==> config.mk <==
export PLATFORM = sky130hd
export DESIGN_NAME = fetch_unit_flat
export DESIGN_NICKNAME = d
export VERILOG_FILES = /design/src/rtl/fetch_unit_if.sv /design/src/rtl/fetch_unit.sv /design/src/flat_wrapper.sv
export SDC_FILE = /design/constraint.sdc
export NUM_CORES = 1
export LEC_CHECK = 0
export BUFFER_PORTS_ARGS = -buffer_cell sky130_fd_sc_hd__buf_4
export CAP_MARGIN = 20
export CORE_MARGIN = 3
export CORE_UTILIZATION = 40
export CTS_BUF_LIST = sky130_fd_sc_hd__clkbuf_2
export CTS_CLUSTER_SIZE = 40
export DETAILED_ROUTE_END_ITERATION = 10
export SLEW_MARGIN = 15
export SYNTH_ARGS = -nofsm -noshare
export SYNTH_HDL_FRONTEND = slang
export SYNTH_SLANG_ARGS = --single-unit
==> constraint.sdc <==
create_clock -name clk_i -period 5.18 [get_ports clk_i]
set_input_delay 0.259 -clock clk_i [delete_from_list [all_inputs] [get_ports clk_i]]
set_output_delay 0.259 -clock clk_i [all_outputs]
set_load 0.1 [all_outputs]
==> src/rtl/fetch_unit_if.sv <==
// Bus bundle between the fetch unit, instruction memory and decode.
// The master side is the fetch unit; the slave side is the memory and decode environment.
interface fetch_unit_if #(
  parameter int XLEN = 32
);
  logic            imem_req_o;
  logic [XLEN-1:0] imem_addr_o;
  logic            imem_gnt_i;
  logic            imem_rvalid_i;
  logic [31:0]     imem_rdata_i;
  logic            redirect_i;
  logic [XLEN-1:0] redirect_pc_i;
  logic            instr_valid_o;
  logic            instr_ready_i;
  logic [31:0]     instr_o;
  logic [XLEN-1:0] pc_o;
  logic [4:0]      rs1_o;
  logic [4:0]      rs2_o;
  logic [4:0]      rd_o;

  modport master (
    output imem_req_o, imem_addr_o,
    input  imem_gnt_i, imem_rvalid_i, imem_rdata_i,
    input  redirect_i, redirect_pc_i,
    output instr_valid_o, instr_o, pc_o, rs1_o, rs2_o, rd_o,
    input  instr_ready_i
  );

  modport slave (
    input  imem_req_o, imem_addr_o,
    output imem_gnt_i, imem_rvalid_i, imem_rdata_i,
    output redirect_i, redirect_pc_i,
    input  instr_valid_o, instr_o, pc_o, rs1_o, rs2_o, rd_o,
    output instr_ready_i
  );
endinterface

==> src/rtl/fetch_unit.sv <==
// Instruction-fetch front end: credit-limited request/grant fetch, in-order
// instruction buffer, and redirect with squashing of in-flight responses.
module fetch_unit #(
  parameter int              XLEN       = 32,
  parameter logic [XLEN-1:0] RESET_PC   = '0,
  parameter int              FIFO_DEPTH = 4
) (
  input  logic          clk_i,
  input  logic          rst_i,
  fetch_unit_if.master  bus
);

  localparam int PW = $clog2(FIFO_DEPTH);
  localparam int CW = $clog2(FIFO_DEPTH + 1);

  typedef logic [PW-1:0]   ptr_t;
  typedef logic [CW-1:0]   cnt_t;
  typedef logic [XLEN-1:0] addr_t;

  addr_t fetch_pc_q, fetch_pc_d;
  addr_t resp_pc_q,  resp_pc_d;
  ptr_t  wr_ptr_q,   wr_ptr_d;
  ptr_t  rd_ptr_q,   rd_ptr_d;
  cnt_t  count_q,    count_d;
  cnt_t  outst_q,    outst_d;
  cnt_t  kill_q,     kill_d;

  logic [31:0] instr_mem_q [FIFO_DEPTH];
  addr_t       pc_mem_q    [FIFO_DEPTH];

  logic credit_ok, req, xfer, rsp, drop, wr_en, pop;

  always_comb begin
    // NOTE: every signal written here gets a default first, so no path can infer a latch.
    fetch_pc_d = fetch_pc_q;
    resp_pc_d  = resp_pc_q;
    wr_ptr_d   = wr_ptr_q;
    rd_ptr_d   = rd_ptr_q;
    count_d    = count_q;
    kill_d     = kill_q;

    // In-flight plus buffered instructions never exceed the buffer size.
    credit_ok = ({1'b0, outst_q} + {1'b0, count_q}) < (CW+1)'(FIFO_DEPTH);
    req       = rst_i & ~bus.redirect_i & credit_ok;
    xfer      = req & bus.imem_gnt_i;
    rsp       = bus.imem_rvalid_i & (outst_q != '0);
    drop      = rsp & (kill_q != '0);
    wr_en     = rsp & ~drop & ~bus.redirect_i;
    pop       = (count_q != '0) & bus.instr_ready_i;

    outst_d = outst_q + cnt_t'(xfer) - cnt_t'(rsp);
    if (xfer) fetch_pc_d = fetch_pc_q + addr_t'(4);

    if (bus.redirect_i) begin
      // Everything still in flight belongs to the old stream, except a response landing now.
      fetch_pc_d = bus.redirect_pc_i;
      resp_pc_d  = bus.redirect_pc_i;
      wr_ptr_d   = '0;
      rd_ptr_d   = '0;
      count_d    = '0;
      kill_d     = outst_q - cnt_t'(rsp);
    end else begin
      if (drop) kill_d = kill_q - cnt_t'(1);
      if (wr_en) begin
        wr_ptr_d  = wr_ptr_q + ptr_t'(1);
        resp_pc_d = resp_pc_q + addr_t'(4);
      end
      if (pop) rd_ptr_d = rd_ptr_q + ptr_t'(1);
      count_d = count_q + cnt_t'(wr_en) - cnt_t'(pop);
    end
  end

  always_ff @(posedge clk_i) begin
    // NOTE: state flops use non-blocking assignments so every flop samples pre-edge values.
    if (!rst_i) begin
      fetch_pc_q <= RESET_PC;
      resp_pc_q  <= RESET_PC;
      wr_ptr_q   <= '0;
      rd_ptr_q   <= '0;
      count_q    <= '0;
      outst_q    <= '0;
      kill_q     <= '0;
    end else begin
      fetch_pc_q <= fetch_pc_d;
      resp_pc_q  <= resp_pc_d;
      wr_ptr_q   <= wr_ptr_d;
      rd_ptr_q   <= rd_ptr_d;
      count_q    <= count_d;
      outst_q    <= outst_d;
      kill_q     <= kill_d;
    end
  end

  // NOTE: buffer storage is not reset; count_q alone decides which entries are meaningful.
  always_ff @(posedge clk_i) begin
    if (wr_en) begin
      instr_mem_q[wr_ptr_q] <= bus.imem_rdata_i;
      pc_mem_q[wr_ptr_q]    <= resp_pc_q;
    end
  end

  assign bus.imem_req_o    = req;
  assign bus.imem_addr_o   = fetch_pc_q;
  assign bus.instr_valid_o = rst_i & (count_q != '0);
  assign bus.instr_o       = instr_mem_q[rd_ptr_q];
  assign bus.pc_o          = pc_mem_q[rd_ptr_q];
  assign bus.rs1_o         = bus.instr_o[19:15];
  assign bus.rs2_o         = bus.instr_o[24:20];
  assign bus.rd_o          = bus.instr_o[11:7];

  // A response with nothing outstanding is a memory protocol violation.
  a_no_orphan_rsp: assert property (@(posedge clk_i) disable iff (!rst_i)
    bus.imem_rvalid_i |-> (outst_q != '0));

endmodule

==> src/flat_wrapper.sv <==
// flat-port wrapper written by rule: the top's interface ports become plain ports
module fetch_unit_flat 
#(
  parameter int              XLEN       = 32,
  parameter logic [XLEN-1:0] RESET_PC   = '0,
  parameter int              FIFO_DEPTH = 4
)
  (clk_i, rst_i, bus_imem_req_o, bus_imem_addr_o, bus_imem_gnt_i, bus_imem_rvalid_i, bus_imem_rdata_i, bus_redirect_i, bus_redirect_pc_i, bus_instr_valid_o, bus_instr_o, bus_pc_o, bus_rs1_o, bus_rs2_o, bus_rd_o, bus_instr_ready_i);
  fetch_unit_if #(.XLEN(XLEN)) bus_i ();
  input  logic clk_i;
  input  logic rst_i;
  output wire logic [$bits(bus_i.imem_req_o)-1:0] bus_imem_req_o;
  output wire logic [$bits(bus_i.imem_addr_o)-1:0] bus_imem_addr_o;
  input wire logic [$bits(bus_i.imem_gnt_i)-1:0] bus_imem_gnt_i;
  input wire logic [$bits(bus_i.imem_rvalid_i)-1:0] bus_imem_rvalid_i;
  input wire logic [$bits(bus_i.imem_rdata_i)-1:0] bus_imem_rdata_i;
  input wire logic [$bits(bus_i.redirect_i)-1:0] bus_redirect_i;
  input wire logic [$bits(bus_i.redirect_pc_i)-1:0] bus_redirect_pc_i;
  output wire logic [$bits(bus_i.instr_valid_o)-1:0] bus_instr_valid_o;
  output wire logic [$bits(bus_i.instr_o)-1:0] bus_instr_o;
  output wire logic [$bits(bus_i.pc_o)-1:0] bus_pc_o;
  output wire logic [$bits(bus_i.rs1_o)-1:0] bus_rs1_o;
  output wire logic [$bits(bus_i.rs2_o)-1:0] bus_rs2_o;
  output wire logic [$bits(bus_i.rd_o)-1:0] bus_rd_o;
  input wire logic [$bits(bus_i.instr_ready_i)-1:0] bus_instr_ready_i;
  assign bus_imem_req_o = bus_i.imem_req_o;
  assign bus_imem_addr_o = bus_i.imem_addr_o;
  assign bus_i.imem_gnt_i = bus_imem_gnt_i;
  assign bus_i.imem_rvalid_i = bus_imem_rvalid_i;
  assign bus_i.imem_rdata_i = bus_imem_rdata_i;
  assign bus_i.redirect_i = bus_redirect_i;
  assign bus_i.redirect_pc_i = bus_redirect_pc_i;
  assign bus_instr_valid_o = bus_i.instr_valid_o;
  assign bus_instr_o = bus_i.instr_o;
  assign bus_pc_o = bus_i.pc_o;
  assign bus_rs1_o = bus_i.rs1_o;
  assign bus_rs2_o = bus_i.rs2_o;
  assign bus_rd_o = bus_i.rd_o;
  assign bus_i.instr_ready_i = bus_instr_ready_i;
  fetch_unit #(.XLEN(XLEN), .RESET_PC(RESET_PC), .FIFO_DEPTH(FIFO_DEPTH)) u_core (.clk_i(clk_i), .rst_i(rst_i), .bus(bus_i));
endmodule
==> impl_metrics.env <==
export IMPL_r2r_end="u_core.outst_q[2]"
export IMPL_wire_per_inst_microns=17.8
export IMPL_cts_sinks=335
export IMPL_ir_drop_mv=0.175
export IMPL_yosys_top_cells_count="edfxtp_1 (256), dfxtp_1 (79), mux4_2 (64), a21oi_1 (53), nand2_1 (48)"
export IMPL_crit_type="reg -> out"
export IMPL_critPathArrivalTime_ns=2.63
export IMPL_synth_async_reset_ratio_pct=0
export IMPL_p_leak_uw=0.00596
export IMPL_dr_pass1_iters=5
export IMPL_grt_pass1_wl_mm=47.4
export IMPL_hold_buffers=82
export IMPL_drc=0
export IMPL_numCtsBuffers=85
export IMPL_postCtsSetupRepairBufs=0
export IMPL_grt_overflow=0
export IMPL_slew_viol_final=0
export IMPL_place_gp_congestion=0.825
export IMPL_tns_ns=0
export IMPL_io_pins=183
export IMPL_rrSetupSlack_ns=2.32
export IMPL_synth_seq_cells=335
export IMPL_wl_mm=30.1
export IMPL_yosysMostFrequentCell="edfxtp_1"
export IMPL_tightest_slew_ns=1.02
export IMPL_cts_tree="yes"
export IMPL_setup_viol=0
export IMPL_start_util_pct=41.0
export IMPL_antenna_found_initial=1
export IMPL_core_area_sq_um=32900
export IMPL_avgSynthCellArea_sq_um=15.5
export IMPL_vias=8506
export IMPL_synth_ff_type="edfxtp_1"
export IMPL_die_y_microns=190
export IMPL_rows=66
export IMPL_hpwl_mm=18.1
export IMPL_report_final_hold_viol_count=0
export IMPL_syn_num_nets=963
export IMPL_final_util_pct=51.4
export IMPL_cts_root_buffer="clkbuf_2"
export IMPL_portBuffers=182
export IMPL_cp_max_fo=16
export IMPL_cp_endpoint="bus_instr_o[11]"
export IMPL_ant_nets=0
export IMPL_clockBufferDepth=3
export IMPL_required_ns=4.92
export IMPL_htreeDepth=3
export IMPL_status="completed"
export IMPL_drt_initial_drc_count=471
export IMPL_finalCritPeriodShare_pct=55.8
export IMPL_synth_cells=875
export IMPL_clk_latency_ns=0.87
export IMPL_power_total_uw=6340
export IMPL_die_w_microns=190
export IMPL_slew_headroom_pct=32.2
export IMPL_netlist_top_cells_area="edfxtp_1 (57%), dfxtp_1 (12%), mux4_2 (11%)"
export IMPL_pwr_density_cell_nw_per_um2=374
export IMPL_clkTransAtPathRegs_ns=0.11
export IMPL_setup_ws_ns=2.29
export IMPL_final_net_count=1262
export IMPL_reg2reg_depth=12
export IMPL_grt_pass1_vias=8680
export IMPL_finalCriticalPeriod_ns=2.89
export IMPL_yosys_warnings=0
export IMPL_worst_setup_path_start_kind="flop"
export IMPL_r2r_start="u_core.outst_q[1]"
export IMPL_synth_cell_type_count=51
export IMPL_clock_skew_final_ns=0.0880
export IMPL_drive_gt1_share_pct=32.6
export IMPL_synth_top_cell_area_share_pct=56.8
export IMPL_setup_worst_path_end_class="output port"
export IMPL_via_per_inst=5.04
export IMPL_dieArea_sq_um=36000
export IMPL_cts_resized=0
export IMPL_hp_class="in -> reg"
export IMPL_maxCapViolCount=0
export IMPL_rsz0062_at_grt="no"
export IMPL_syn_to_final_growth_pct=25.2
export IMPL_place_ws_ns=2.38
export IMPL_grt_use_total_pct=16.7
export IMPL_synth_edf_count=256
export IMPL_grt_max_degree=84
export IMPL_ys_seq_area_share_pct=68.5
export IMPL_syn_area_sq_um=13500
export IMPL_fmax_ghz=0.346
export IMPL_netlist_top_cell_by_area="edfxtp_1"
-- area by class of cell --
class | instances | area, sq um
Clock buffer | 126 | 631
Timing Repair Buffer | 273 | 2270
Inverter | 27 | 101
Multi-Input combinational cell | 452 | 3870
Sequential cell | 335 | 9280
Antenna cell | 1 | 2.50
Fill cell | 2805 | 16000
Tap cell | 442 | 553
Clock inverter | 33 | 226
-- layer usage --
layer | wire, microns | global-route usage (%)
met3 | 2180 | 3.91
met4 | 385 | 4.92
met5 | 0 | 0
met2 | 13500 | 25.9
met1 | 14000 | 23.8
-- registers in the layout (all words and copies together), names as in the netlist, 3 cells and up, named ones only --
register                flops
u_core.kill_q               3
u_core.bus.imem_addr_o     32
u_core.count_q              3
u_core.pc_mem_q           128
u_core.outst_q              3
u_core.resp_pc_q           32
u_core.instr_mem_q        128
-- kinds of logic after synthesis --
logic type / count (synthesis) / share of synthesized area (%)
mux: 68 / 11.0
compound gates: 135 / 5.81
xor+xnor: 41 / 2.66
fa+ha+maj: 18 / 1.78
buf+inv: 88 / 2.90
simple gates: 190 / 7.34
flops: 335 / 68.5
-- critical path: stages (launching register included) --
cell and delay [ns]:
dfxtp_4 0.54, buf_4 0.39, mux4_2 0.59, buf_4 0.26
-- stage by stage --
step	std cells	cell area [sq um]	hold slack (ns)
floorplan	875	13500	0.358
global placement	1446	15200	0.446
detailed placement	1446	15200	0.460
CTS	1687	16900	0.00558
global route	1689	16900	0.0124
finish	1689	16900	0.124
-- worst min path at each step --
stage | from | endpoint | slack (ns) | cells past startpoint
floorplan | bus_imem_rdata_i[0] | u_core.instr_mem_q[0][0] | 0.36 | 0
global placement | u_core.bus.imem_addr_o[0] | u_core.bus.imem_addr_o[0] | 0.45 | 2
detailed placement | u_core.bus.imem_addr_o[0] | u_core.bus.imem_addr_o[0] | 0.46 | 2
CTS | bus_imem_rdata_i[28] | u_core.instr_mem_q[2][28] | 0.006 | 2
global route | bus_imem_rdata_i[24] | u_core.instr_mem_q[3][24] | 0.01 | 2
finish | bus_imem_rdata_i[28] | u_core.instr_mem_q[0][28] | 0.12 | 2
-- power breakdown --
group	total (uW)	switching, uW	internal, uW
Clock	1870	1060	812
Sequential	3110	93.5	3020
Combinational	1350	984	369
Total	6340	2140	4200
-- cells in the final DEF (no fill, tap or decap), types with 5 or more instances in the layout --
cell type and count:
edfxtp_1 256, buf_4 190, clkbuf_2 126, dlygate4sd3_1 82, dfxtp_1 77, mux4_2 64
a21oi_1 53, nand2_1 48, o21ai_0 40, nor2_1 32, xnor2_1 28, inv_1 26
clkinv_1 22, nand3_1 21, nor3_1 20, nand4_1 17, ha_1 16, xor2_1 13
a31oi_1 13, and3_1 10, or3_1 6, and4_1 5, nor4_1 5, and2_1 5
o211ai_1 5
Power figures use the tool's default switching activity.
